<file path="config.mk">
export PLATFORM = sky130hd
export DESIGN_NAME = dvp_transmitter
export DESIGN_NICKNAME = d
export VERILOG_FILES = /design/src/rtl/dvp_pkg.sv /design/src/rtl/dvp_pattern_gen.sv /design/src/rtl/dvp_transmitter.sv
export SDC_FILE = /design/constraint.sdc
export NUM_CORES = 1
export LEC_CHECK = 0
export ABC_CLOCK_PERIOD_IN_PS = 3200
export CORE_ASPECT_RATIO = 0.7
export CORE_MARGIN = 4
export CORE_UTILIZATION = 50
export DETAILED_ROUTE_END_ITERATION = 6
export GPL_ROUTABILITY_DRIVEN = 0
export GPL_TIMING_DRIVEN = 0
export PLACE_DENSITY = 0.76
export SLEW_MARGIN = 5
export SYNTH_ARGS = -nofsm -noshare
export SYNTH_HDL_FRONTEND = slang
export SYNTH_SLANG_ARGS = --single-unit
</file>
<file path="constraint.sdc">
create_clock -name i_clk -period 3.2 [get_ports i_clk]
set_clock_uncertainty 0.2 [all_clocks]
set_input_delay 0.32 -clock i_clk [delete_from_list [all_inputs] [get_ports i_clk]]
set_output_delay 0.32 -clock i_clk [all_outputs]
set_load 0.03 [all_outputs]
</file>
<file path="src/rtl/dvp_pkg.sv">
// Shared definitions for the DVP transmitter: the FSM state encoding, the
// default frame timing and the RGB565 colour-bar palette used by the
// optional test-pattern generator.
package dvp_pkg;

    typedef enum logic [2:0] {
        ST_IDLE   = 3'd0,
        ST_VSYNC  = 3'd1,
        ST_VBACK  = 3'd2,
        ST_LINE   = 3'd3,
        ST_HBLANK = 3'd4,
        ST_VFRONT = 3'd5
    } dvp_state_e;

    localparam int DEF_H_ACTIVE   = 640;
    localparam int DEF_V_ACTIVE   = 480;
    localparam int DEF_H_BLANK    = 144;
    localparam int DEF_VSYNC_LEN  = 3;
    localparam int DEF_VBACK_LEN  = 17;
    localparam int DEF_VFRONT_LEN = 10;

    // Wide enough for any phase length, including 2*H_ACTIVE byte cycles.
    localparam int CNT_W = 16;

    localparam logic [15:0] BAR_WHITE   = 16'hFFFF;
    localparam logic [15:0] BAR_YELLOW  = 16'hFFE0;
    localparam logic [15:0] BAR_CYAN    = 16'h07FF;
    localparam logic [15:0] BAR_GREEN   = 16'h07E0;
    localparam logic [15:0] BAR_MAGENTA = 16'hF81F;
    localparam logic [15:0] BAR_RED     = 16'hF800;
    localparam logic [15:0] BAR_BLUE    = 16'h001F;
    localparam logic [15:0] BAR_BLACK   = 16'h0000;

    // Bar colour for bar index 0 (leftmost) to 7 (rightmost).
    function automatic logic [15:0] bar_colour(input logic [2:0] idx);
        logic [15:0] c;
        case (idx)
            3'd0:    c = BAR_WHITE;
            3'd1:    c = BAR_YELLOW;
            3'd2:    c = BAR_CYAN;
            3'd3:    c = BAR_GREEN;
            3'd4:    c = BAR_MAGENTA;
            3'd5:    c = BAR_RED;
            3'd6:    c = BAR_BLUE;
            default: c = BAR_BLACK;
        endcase
        return c;
    endfunction

endpackage

</file>
<file path="src/rtl/dvp_pattern_gen.sv">
// Colour-bar source for the DVP transmitter. Maps the pixel column to one of
// eight equal-width bars; the last bar absorbs the remainder of H_ACTIVE/8.
// Only instantiated when DVP_TX_TEST_PATTERN_EN is defined.
module dvp_pattern_gen
    import dvp_pkg::*;
#(
    parameter int H_ACTIVE = DEF_H_ACTIVE
) (
    input  logic [9:0]  i_xIndex,
    output logic [15:0] o_pixel
);

    // Lines narrower than 8 pixels still get one pixel per bar.
    localparam int BAR_W = (H_ACTIVE >= 8) ? (H_ACTIVE / 8) : 1;

    logic [9:0] bar_raw;
    logic [2:0] bar_idx;

    // Column to bar index, clamped so leftover pixels stay in the last bar.
    always_comb begin
        bar_raw = i_xIndex / 10'(BAR_W);
        bar_idx = (bar_raw > 10'd7) ? 3'd7 : bar_raw[2:0];
    end

    assign o_pixel = bar_colour(bar_idx);

endmodule

</file>
<file path="src/rtl/dvp_transmitter.sv">
// DVP (camera-style) transmitter: serialises an RGB565 pixel stream into
// vsync/href/8-bit data, high byte first, two byte cycles per pixel.
// Optional colour-bar test pattern is built only with DVP_TX_TEST_PATTERN_EN.
//
// state   | meaning
// --------+---------------------------------------------------------------
// IDLE    | waiting for i_start, all bus outputs low
// VSYNC   | vertical sync pulse, VSYNC_LEN cycles
// VBACK   | vertical back porch, VBACK_LEN cycles
// LINE    | active line, 2*H_ACTIVE byte cycles, pixel accepted on phase 0
// HBLANK  | href low between lines, H_BLANK cycles
// VFRONT  | vertical front porch, VFRONT_LEN cycles, frame done on exit
module dvp_transmitter
    import dvp_pkg::*;
#(
    parameter int H_ACTIVE   = DEF_H_ACTIVE,
    parameter int V_ACTIVE   = DEF_V_ACTIVE,
    parameter int H_BLANK    = DEF_H_BLANK,
    parameter int VSYNC_LEN  = DEF_VSYNC_LEN,
    parameter int VBACK_LEN  = DEF_VBACK_LEN,
    parameter int VFRONT_LEN = DEF_VFRONT_LEN
) (
    input  logic        i_clk,
    input  logic        i_reset,
    input  logic        i_start,
    input  logic        i_continuous,
    input  logic        i_testMode,
    input  logic [15:0] i_pixelData,
    input  logic        i_pixelValid,
    output logic        o_pixelReady,
    output logic        o_vsync,
    output logic        o_href,
    output logic [7:0]  o_data,
    output logic        o_busy,
    output logic        o_frameDone,
    output logic        o_underrun,
    output logic [9:0]  o_xIndex,
    output logic [9:0]  o_yIndex
);

    // Down-counter reload values: each phase runs until the counter hits 0.
    localparam logic [CNT_W-1:0] VSYNC_LAST  = CNT_W'(VSYNC_LEN - 1);
    localparam logic [CNT_W-1:0] VBACK_LAST  = CNT_W'(VBACK_LEN - 1);
    localparam logic [CNT_W-1:0] LINE_LAST   = CNT_W'(2 * H_ACTIVE - 1);
    localparam logic [CNT_W-1:0] HBLANK_LAST = CNT_W'(H_BLANK - 1);
    localparam logic [CNT_W-1:0] VFRONT_LAST = CNT_W'(VFRONT_LEN - 1);
    localparam logic [9:0]       Y_LAST      = 10'(V_ACTIVE - 1);

    dvp_state_e       state_q;
    logic [CNT_W-1:0] cnt_q;
    logic             phase_q;
    logic [9:0]       x_q;
    logic [9:0]       y_q;
    logic             frame_done_q;
    logic             vsync_q;
    logic             href_q;
    logic             underrun_q;
    logic [7:0]       data_q;
    logic [7:0]       lo_q;
    logic [15:0]      pix_d;
    logic             use_pattern;
    logic             cnt_tc;

    assign cnt_tc = (cnt_q == '0);

`ifdef DVP_TX_TEST_PATTERN_EN
    logic        test_q;
    logic [15:0] bar_pixel;

    dvp_pattern_gen #(
        .H_ACTIVE (H_ACTIVE)
    ) u_pattern (
        .i_xIndex (x_q),
        .o_pixel  (bar_pixel)
    );

    // Test mode is sampled only outside active video so a frame never mixes sources.
    always_ff @(posedge i_clk or posedge i_reset) begin
        if (i_reset) begin
            test_q <= 1'b0;
        end else if (state_q == ST_IDLE || state_q == ST_VSYNC) begin
            test_q <= i_testMode;
        end
    end

    assign use_pattern = test_q;

    // Pixel source: colour bars in test mode, otherwise the stream or zero on underrun.
    always_comb begin
        pix_d = i_pixelValid ? i_pixelData : 16'h0000;
        if (use_pattern) begin
            pix_d = bar_pixel;
        end
    end
`else
    logic unused_test_mode;
    assign unused_test_mode = i_testMode;
    assign use_pattern      = 1'b0;

    // Pixel source: the input stream, or zero when the source has nothing ready.
    always_comb begin
        pix_d = i_pixelValid ? i_pixelData : 16'h0000;
    end
`endif

    // Frame sequencing FSM with phase timer and pixel/line counters.
    always_ff @(posedge i_clk or posedge i_reset) begin
        if (i_reset) begin
            state_q      <= ST_IDLE;
            cnt_q        <= '0;
            phase_q      <= 1'b0;
            x_q          <= '0;
            y_q          <= '0;
            frame_done_q <= 1'b0;
        end else begin
            frame_done_q <= 1'b0;
            case (state_q)
                ST_IDLE: begin
                    if (i_start) begin
                        state_q <= ST_VSYNC;
                        cnt_q   <= VSYNC_LAST;
                        x_q     <= '0;
                        y_q     <= '0;
                    end
                end
                ST_VSYNC: begin
                    if (cnt_tc) begin
                        state_q <= ST_VBACK;
                        cnt_q   <= VBACK_LAST;
                    end else begin
                        cnt_q <= cnt_q - CNT_W'(1);
                    end
                end
                ST_VBACK: begin
                    if (cnt_tc) begin
                        state_q <= ST_LINE;
                        cnt_q   <= LINE_LAST;
                        phase_q <= 1'b0;
                    end else begin
                        cnt_q <= cnt_q - CNT_W'(1);
                    end
                end
                ST_LINE: begin
                    phase_q <= ~phase_q;
                    if (phase_q) begin
                        x_q <= x_q + 10'd1;
                    end
                    if (cnt_tc) begin
                        state_q <= ST_HBLANK;
                        cnt_q   <= HBLANK_LAST;
                        phase_q <= 1'b0;
                        x_q     <= '0;
                    end else begin
                        cnt_q <= cnt_q - CNT_W'(1);
                    end
                end
                ST_HBLANK: begin
                    if (cnt_tc) begin
                        if (y_q == Y_LAST) begin
                            state_q <= ST_VFRONT;
                            cnt_q   <= VFRONT_LAST;
                        end else begin
                            state_q <= ST_LINE;
                            cnt_q   <= LINE_LAST;
                            y_q     <= y_q + 10'd1;
                        end
                    end else begin
                        cnt_q <= cnt_q - CNT_W'(1);
                    end
                end
                ST_VFRONT: begin
                    if (cnt_tc) begin
                        frame_done_q <= 1'b1;
                        if (i_continuous) begin
                            state_q <= ST_VSYNC;
                            cnt_q   <= VSYNC_LAST;
                            y_q     <= '0;
                        end else begin
                            state_q <= ST_IDLE;
                        end
                    end else begin
                        cnt_q <= cnt_q - CNT_W'(1);
                    end
                end
                default: begin
                    state_q <= ST_IDLE;
                    cnt_q   <= '0;
                end
            endcase
        end
    end

    // Registered DVP bus: sync flags and data lag the FSM by one cycle so they line up.
    always_ff @(posedge i_clk or posedge i_reset) begin
        if (i_reset) begin
            vsync_q    <= 1'b0;
            href_q     <= 1'b0;
            data_q     <= 8'h00;
            lo_q       <= 8'h00;
            underrun_q <= 1'b0;
        end else begin
            vsync_q    <= (state_q == ST_VSYNC);
            href_q     <= (state_q == ST_LINE);
            data_q     <= 8'h00;
            underrun_q <= 1'b0;
            if (state_q == ST_LINE) begin
                if (!phase_q) begin
                    data_q     <= pix_d[15:8];
                    lo_q       <= pix_d[7:0];
                    underrun_q <= !use_pattern && !i_pixelValid;
                end else begin
                    data_q <= lo_q;
                end
            end
        end
    end

    assign o_pixelReady = (state_q == ST_LINE) && !phase_q && !use_pattern;
    assign o_busy       = (state_q != ST_IDLE);
    assign o_vsync      = vsync_q;
    assign o_href       = href_q;
    assign o_data       = data_q;
    assign o_frameDone  = frame_done_q;
    assign o_underrun   = underrun_q;
    assign o_xIndex     = x_q;
    assign o_yIndex     = y_q;

endmodule

</file>
==> results.py <==
metrics = {
    "critical_path": {
        "crit_chain": "buf_2 -> nor4_4 -> nand4_1 -> o22ai_1 -> buf_2 -> buf_4 -> nor2_1 -> o22a_1",
        "crit_top_cell": "buf_2",
        "crit_path_start_kind": "flop",
        "path_class": "reg2reg",
        "end_kind": "flop",
        "cpPeakStageDelay_ns": 0.51,
        "critPathArrivalTime_ns": 2.84,
        "critPathSlowestCell": "o22ai_1",
        "cp_max_fo": 10,
        "cp.required_ns": 3.23,
    },
    "detailed_routing": {
        "wl_per_cell_um": 16.23,
        "dr.pass1.iters": 5,
        "dr.first_iter.drc_count": 363,
        "vias": 3114,
        "via_per_inst": 5.977,
        "ant_nets": 0,
        "wl_mm": 8.457,
        "drc": 0,
    },
    "sta": {
        "slew_headroom": 0.4796,
        "max_freq_mhz": 356.5,
        "setup_tns_ns": 0,
        "hold_violations": 0,
        "maxSlewViolCount": 0,
        "fin_crit_sh": 0.8766,
        "fin_hold_ws_ns": 0.1684,
        "min_period_ns": 2.805,
        "fin_ws_ns": 0.3948,
        "max_slew.worst_pin.slew_ns": 0.7759,
        "grt_setup_unrepaired": "false",
        "setup_viol": 0,
    },
    "layout": {
        "regArea_um2": 1501,
        "areaGrowthSynthToFinish_pct": 26.16,
        "instances_no_fill": 521,
        "nFillCells": 533,
        "drive_gt1_frac": 0.06546,
        "antenna_cells": 0,
        "multi_input_area_um2": 1648,
        "fin_util": 0.6577,
        "nets": 464,
        "fin_area_um2": 4128,
    },
    "power_and_ir_drop": {
        "internal_power_mw": 2.040,
        "p_sw_mw": 1.572,
        "p_leak_nw": 1.728,
        "p_clk_frac": 0.193,
        "ir_worst_vdd_mv": 0.4612,
        "switching_share": 0.4352,
        "finalPower_mw": 3.612,
        "p_seq_frac": 0.361,
        "p_per_area_nw_per_um2": 875.1,
        "power_frac_comb": 0.446,
    },
    "yosys": {
        "synth.distinct_cells": 55,
        "synth_top_cell_area_share": 0.4589,
        "synth_ff_type": "dfrtp_1",
        "async_flop_share": 1.000,
        "yosysMostFrequentCell": "dfrtp_1",
        "synth-seq-cells": 60,
        "netlist_area_um2": 3272,
        "netlist_instances": 373,
        "avgSynthCellArea_um2": 8.772,
        "synth_area_leader_cell": "dfrtp_1",
        "ys_warn_count": 0,
        "synth.top_cells.by_area": "dfrtp_1 (46%), nand2_1 (6.3%), o21ai_0 (4.7%), nor2_1 (3.3%), a22oi_1 (3.2%)",
        "synth_edf_count": 0,
        "synth_fp_nets": 399,
        "seq_area_frac_synth": 0.4589,
        "synth_commonest_cells": "dfrtp_1 (60), nand2_1 (55), o21ai_0 (31)",
    },
    "place": {
        "pre_cts_ws_ns": 0.4051,
        "io_buffers": 54,
        "dp_cells": 506,
        "postPlaceCellArea_um2": 3930,
        "hpwl_mm": 5.968,
    },
    "global_routing": {
        "grt_start_max_net_pins": 34,
        "first_global_vias": 2878,
        "track_usage": 0.2219,
        "antenna_found_initial": 0,
        "gr-total-overflow": 0,
        "grt_pass1_wl_mm": 13.97,
    },
    "job": {
        "cap_violations": 0,
    },
    "clocking": {
        "cts_buffer_depth": 2,
        "cts_buffers": 9,
        "clock_sinks": 60,
        "cts_tree": "yes",
        "cts_root_buffer": "clkbuf_8",
        "h-tree-depth": 3,
        "insertion_delay_ns": 0.35,
        "clkTransAtPathRegs_ns": 0.08,
    },
    "floorplanning": {
        "start_util": 0.5213,
        "row_count": 24,
        "die_area_um2": 7923,
        "fp.dieW_um": 104.7,
        "core_area_um2": 6276,
        "ios": 56,
        "fp.dieH_um": 75.68,
    },
    "status": {
        "outcome": "completed",
    },
    "hold_path": {
        "hp-class": "in2async",
    },
}
## worst paths after layout
check	startpoint	endpoint	slack, ns	cells after the start
worst max-delay path	cnt_q[6]	cnt_q[4]	0.39	8
worst min-delay path	i_reset	o_xIndex[3]	0.17	2
worst max register to register	cnt_q[6]	cnt_q[4]	0.39	8
worst min register to register	lo_q[6]	lo_q[6]	0.29	2
max in group asynchronous	i_reset	cnt_q[1]	2.04	3
min in group i_clk	lo_q[6]	lo_q[6]	0.29	2
## layout by cell type (no fill, tap or decap), types with 11 or more instances in the layout
master           count
clkdlybuf4s50_1     53
nor2_1              29
a22oi_1             14
or3_1               13
o21ai_0             31
nand2_1             55
dfrtp_1             60
nor3_1              11
clkbuf_1            17
nand3_1             20
a21oi_1             11
## sequential cells by signal, indices dropped and copies added, names as in the netlist
signal / count
o_frameDone: 1
lo_q: 8
phase_q: 1
o_vsync: 1
o_xIndex: 10
o_href: 1
o_yIndex: 10
state_q: 3
o_underrun: 1
cnt_q: 16
o_data: 8
## routing by layer
metal  global-route usage  vias up  wire (um)
met1               0.3114     1477       4064
met4              0.08588        0         97
met5                    0        -          0
li1                     -     1508          -
met2               0.3376      118       3769
met3              0.05504       11        526
## what timing repair did
action                                  CTS  global route
endpoints found under the setup margin    0             1
hold buffers                              0             0
gates resized for setup                   0             1
setup buffers                             0             0
endpoints found under the hold margin     0             0
## cells by family after synthesis
family	after synthesis	synth area share
AND/OR/NAND/NOR	176	0.2792
AO/OA/AOI/OAI	100	0.2038
flip-flops	60	0.4589
buffers and inverters	31	0.03748
adder cells (fa/ha/maj)	4	0.01530
XOR/XNOR	2	0.005355
## power by group through the flow
stage	logic [mW]	clock network (mW)	registers (mW)
after global routing	1.79	0.741	1.35
after CTS	1.61	0.713	1.29
after global placement	1.57	0	1.29
after floorplan	0.906	0	1.45
after detailed placement	1.61	0	1.30
final	1.61	0.697	1.30
## critical path: cells and delay by family, from the launching register on
family / cells / cell delay [ns]
flops: 1 / 0.35
buf+inv: 3 / 0.71
compound gates: 2 / 0.68
simple gates: 3 / 0.75
## final cells by class
type / count / area share
Timing Repair Buffer: 55 / 0.1364
Tap cell: 78 / 0.02364
Multi-Input combinational cell: 282 / 0.3992
Inverter: 10 / 0.009094
Clock buffer: 9 / 0.03001
Sequential cell: 60 / 0.3637
Buffer: 20 / 0.01970
Clock inverter: 7 / 0.01819
Note: power is estimated with default switching activity, not from simulation.
